## src/rtl/decodificador_hamming_secded.sv

```systemverilog
// Pipelined Hamming SECDED decoder (R parity bits plus overall parity) with a
// valid/ready stream interface and saturating error-statistics counters.
module decodificador_hamming_secded #(
    parameter  int R  = 4,
    parameter  int CW = 16,
    localparam int N  = (1 << R) - 1,
    localparam int K  = N - R
) (
    input  logic          clk,
    input  logic          rst_n,
    input  logic [N:0]    entrada,
    input  logic          entrada_valida,
    output logic          entrada_pronta,
    input  logic          corrige_en,
    output logic [K-1:0]  saida,
    output logic          saida_valida,
    input  logic          saida_pronta,
    output logic          erro_simples,
    output logic          erro_duplo,
    input  logic          limpa_contadores,
    output logic [CW-1:0] cont_simples,
    output logic [CW-1:0] cont_duplos
);

    generate
        if (R < 3 || R > 6) begin : g_r_invalido
            $error("decodificador_hamming_secded: R must be in 3..6");
        end
    endgenerate

    function automatic logic eh_potencia_de_dois(input int unsigned p);
        return (p & (p - 1)) == 0;
    endfunction

    function automatic logic [R-1:0] calc_sindrome(input logic [N:0] w);
        logic [R-1:0] s;
        s = '0;
        for (int unsigned p = 1; p <= N; p++) begin
            for (int unsigned i = 0; i < R; i++) begin
                if (p[i]) s[i] = s[i] ^ w[p-1];
            end
        end
        return s;
    endfunction

    // Data bits live at the non-power-of-two positions, packed in ascending order.
    function automatic logic [K-1:0] extrai_dados(input logic [N-1:0] w);
        logic [K-1:0] d;
        int unsigned  k;
        d = '0;
        k = 0;
        for (int unsigned p = 1; p <= N; p++) begin
            if (!eh_potencia_de_dois(p)) begin
                d[k] = w[p-1];
                k++;
            end
        end
        return d;
    endfunction

    logic         v1, v2;
    logic [R-1:0] s1;
    logic         q1;
    logic [N-1:0] w1;
    logic         c1;

    logic         avanca1, avanca2;
    logic         aceita_entrada, entrega_saida;

    assign avanca2        = !v2 || saida_pronta;
    assign avanca1        = !v1 || avanca2;
    assign entrada_pronta = avanca1;
    assign aceita_entrada = entrada_valida && avanca1;
    assign saida_valida   = v2;
    assign entrega_saida  = v2 && saida_pronta;

    // Stage 1: syndrome, overall parity and the received word.
    always_ff @(posedge clk or negedge rst_n) begin
        if (!rst_n) begin
            v1 <= 1'b0;
            s1 <= '0;
            q1 <= 1'b0;
            w1 <= '0;
            c1 <= 1'b0;
        end else if (avanca1) begin
            v1 <= entrada_valida;
            if (entrada_valida) begin
                s1 <= calc_sindrome(entrada);
                q1 <= ^entrada;
                w1 <= entrada[N-1:0];
                c1 <= corrige_en;
            end
        end
    end

    logic [N-1:0] corrigida;
    logic         simples_c, duplo_c;
    logic [K-1:0] dados_c;

    always_comb begin
        corrigida = w1;
        simples_c = 1'b0;
        duplo_c   = 1'b0;
        if (s1 == '0) begin
            simples_c = q1;
        end else if (q1) begin
            simples_c = 1'b1;
            if (c1) begin
                for (int unsigned p = 1; p <= N; p++) begin
                    if (p[R-1:0] == s1) corrigida[p-1] = ~corrigida[p-1];
                end
            end
        end else begin
            duplo_c = 1'b1;
        end
        dados_c = extrai_dados(corrigida);
    end

    // Stage 2: outputs only change when the slot is empty or being consumed.
    always_ff @(posedge clk or negedge rst_n) begin
        if (!rst_n) begin
            v2           <= 1'b0;
            saida        <= '0;
            erro_simples <= 1'b0;
            erro_duplo   <= 1'b0;
        end else if (avanca2) begin
            v2 <= v1;
            if (v1) begin
                saida        <= dados_c;
                erro_simples <= simples_c;
                erro_duplo   <= duplo_c;
            end
        end
    end

    always_ff @(posedge clk or negedge rst_n) begin
        if (!rst_n) begin
            cont_simples <= '0;
            cont_duplos  <= '0;
        end else if (limpa_contadores) begin
            cont_simples <= '0;
            cont_duplos  <= '0;
        end else if (entrega_saida) begin
            if (erro_simples && cont_simples != '1) cont_simples <= cont_simples + 1'b1;
            if (erro_duplo && cont_duplos != '1)    cont_duplos  <= cont_duplos + 1'b1;
        end
    end

endmodule
```

## config.mk

```make
export PLATFORM = sky130hd
export DESIGN_NAME = decodificador_hamming_secded
export DESIGN_NICKNAME = d
export VERILOG_FILES = /design/src/rtl/decodificador_hamming_secded.sv
export SDC_FILE = /design/constraint.sdc
export NUM_CORES = 1
export LEC_CHECK = 0
export BUFFER_PORTS_ARGS = -buffer_cell sky130_fd_sc_hd__buf_2
export CORE_ASPECT_RATIO = 0.8
export CORE_MARGIN = 2
export CORE_UTILIZATION = 55
export CTS_BUF_LIST = sky130_fd_sc_hd__clkbuf_2
export CTS_CLUSTER_DIAMETER = 150
export DETAILED_ROUTE_END_ITERATION = 7
export PLACE_DENSITY = 0.8
export SLEW_MARGIN = 0
export SYNTH_ARGS = -nofsm -noshare
export SYNTH_HDL_FRONTEND = slang
export SYNTH_SLANG_ARGS = --single-unit
```

## constraint.sdc

```tcl
create_clock -name clk -period 2.6 [get_ports clk]
set_clock_uncertainty 0.1 [all_clocks]
set_input_delay 0 -clock clk [delete_from_list [all_inputs] [get_ports clk]]
set_output_delay 0 -clock clk [all_outputs]
set_load 0.005 [all_outputs]
```

==> results.md <==
- Synthesized area per cell: 10.4 um2
- Crit-path cells: ha_1 > nand2_1 > nor2_2 > a2111o_1 > nor3_1 > mux2_1
- Setup CP Type: reg -> reg
- Drt pass-1 iters: 4
- Placed Area: 3850 um2
- RSZ-0062 raised after global routing: false
- Fin. Hold Viols: 0
- Psw: 0.736 mW
- Worst reg2reg path depth: 6
- Worst path bufs/invs: 0
- DP HPWL: 5.17 mm
- Initial core utilization: 57.4%
- Synth-to-Final Area Change: 21.9%
- Syn Inst Count: 331
- Critical Path End Type: flip-flop
- Die W: 92.3 um
- Main synth FF type: dfrtp_1
- Setup ws final: 0.482 ns
- Layout Utilization: 70.1%
- Pwr/cell area: 606 nW/um2
- # IOs: 69
- Ys async rst share: 100%
- Clock sinks: 64
- Critical path launch point type: flip-flop
- Area leader, netlist: dfrtp_1
- Crit path max-delay family: compound AO/OA/AOI/OAI gates
- Hold crit path type: in -> reg
- Synth warn: 0
- Root buffer cell: clkbuf_2
- Cell row count: 25
- # setup viols final: 0
- Final std cell area, no fill: 4190 um2
- Synth Cell Area: 3430 um2
- Fmax: 472 MHz
- H-tree levels: 3
- Antenna diodes: 0
- DR vias: 2749
- Max_cap viols: 0
- Layout cells sized above 1: 27.5%
- Cell Int Power: 1.80 mW
- Post-CTS Setup Bufs: 0
- Global-route wire length before repair: 12.6 mm
- Post-synth EDFFs: 0
- Slew Viols, Final: 0
- Vias per Instance: 5.42
- Bufs on Longest Clock Path: 2
- GRT overflow: 0
- Post-layout nets: 445
- GRT Total Usage: 23.5%
- GPL Wtd Cong: 0.812
- Combinational power share: 21.0%
- Slew margin rel.: 46.0%
- IO Port Bufs: 68
- Post-route ant nets: 0
- Power Total: 2.54 mW
- CTS tree: built
- Clock Latency Late Sink: 0.48 ns
- Syn Nets: 355
- Area contributors post-synth: dfrtp_1 (47%), xnor2_1 (13%), nor2_1 (5.1%)
- Hold path depth: 6
- Final Cycle Share: 81.4%
- DRT Wirelength: 7.48 mm
- Commonest non-fill, non-tap cell in the layout: buf_2
- Clock Power Share: 29.8%
- Initial antenna violation count: 0
- Post-synth cell types: 45
- Register area share after synthesis: 46.7%
- Setup TNS: 0 ns
- Min Tclk post-route: 2.12 ns
- Largest net degree at the start of global routing: 65
- Slowest stage delay, CP: 0.47 ns
- #FFs+latches synth: 64
- CP Depth: 6
- Worst-path cell with the longest stage delay: a2111o_1
- Die Area: 6890 um2
- Routed len/inst: 14.8 um
- Data arrival, critical path: 2.41 ns
- Outcome: complete, no violations
- Setup WS pre-CTS: 0.484 ns
- Sequential Power Share: 49.2%
- Core area: 5970 um2
- WP data required: 2.89 ns
- Least-Margin Pin Slew: 0.809 ns
- Total CTS buffers: 9
- Most frequent cells in the layout: buf_2 (68), dfrtp_1 (64), xnor2_1 (49), nor2_1 (47), dlygate4sd3_1 (18)
- Vias in the first global route: 2653
- DRC violation count after routing: 0
- Initial DRC count: 158
- Worst-path fanout max: 7
- Top cell type's share of synthesized area: 46.7%
- Die height: 74.7 um
- Worst VDD drop: 0.366 mV
- CTS clk-pin slew, worst paths: 0.18 ns
- Leakage: 1.77 nW
- Sw frac: 29.0%
timing repair:
action	in CTS	in global routing
endpoints found under the hold margin	113	0
hold buffers	18	0
resized for setup	0	0
per-stage QoR:
stage                     std cells  hold slack (ns)
after global placement          473            0.105
after detailed placement        473            0.106
after floorplan                 331           -0.396
after CTS                       507           0.0437
final                           507           0.0738
after global routing            507           0.0719
state kept, by name, summed over array words and instances (netlist names), 4 cells and up:
register and count:
cont_duplos 16, cont_simples 16, s1 4, saida 11
w1 11
power groups by stage:
stage               combinational, mW  sequential [mW]  clock [mW]
global placement                0.494             1.26           0
detailed placement              0.509             1.27           0
CTS                             0.535             1.25       0.772
finish                          0.532             1.25       0.755
floorplan                       0.335             1.24           0
global route                    0.594             1.27       0.826
tightest hold or removal path, stage by stage:
cell and delay, ns:
buf_2 0.09, xor2_1 0.07, xnor2_1 0.18, xnor2_1 0.08
xnor2_1 0.15, o21ai_1 0.06
logic make-up after synthesis:
group	after synthesis	share of synthesized area, %
compound gates	44	8.68
xor+xnor	58	15.2
fa+ha+maj	2	0.729
buf+inv	16	2.00
flops	64	46.7
mux	19	6.12
simple gates	128	20.6
cell type report:
cell class	count	area, um2
Clock buffer	9	45.0
Clock inverter	7	110
Fill cell	463	1790
Inverter	6	22.5
Multi-Input combinational cell	251	1760
Sequential cell	64	1600
Tap cell	81	101
Timing Repair Buffer	89	543
routing by layer:
layer	up-vias	share of wire (%)	GRT usage, %
met1	1336	47	31.9
met4	0	1.3	6.63
met2	75	46	37.3
met3	10	5.6	7.11
li1	1328	-	-
met5	-	0	0
cell usage after synthesis (2+ instances only):
cell type,count
a211oi_1,10
a21oi_1,17
a21oi_2,2
and2_1,2
and3_1,6
clkbuf_1,7
dfrtp_1,64
ha_1,2
inv_1,6
mux2_1,2
mux2_2,14
mux2i_1,3
nand2_1,17
nand2b_1,3
nand3_1,11
nand3_2,4
nand3b_1,6
nand4_1,7
nor2_1,47
nor2_2,2
nor2b_1,2
nor3_1,3
nor3_2,4
nor4b_1,2
o21ai_0,8
o21ai_1,2
or3_1,5
xnor2_1,49
xor2_1,8
worst paths after layout:
path,startpoint,endpoint,slack (ns)
worst max-delay path,cont_duplos[0]$_DFFE_PN0P_,cont_duplos[11]$_DFFE_PN0P_,0.48
worst min-delay path,entrada[15],q1$_DFFE_PN0P_,0.07
worst max register to register,cont_duplos[0]$_DFFE_PN0P_,cont_duplos[11]$_DFFE_PN0P_,0.48
worst min register to register,v1$_DFFE_PN0N_,saida_valida$_DFFE_PN0P_,0.41
max in group asynchronous,rst_n,cont_duplos[1]$_DFFE_PN0P_,1.76
min in group asynchronous,rst_n,saida[2]$_DFFE_PN0P_,0.09
Note: power is estimated with default switching activity, not from simulation.
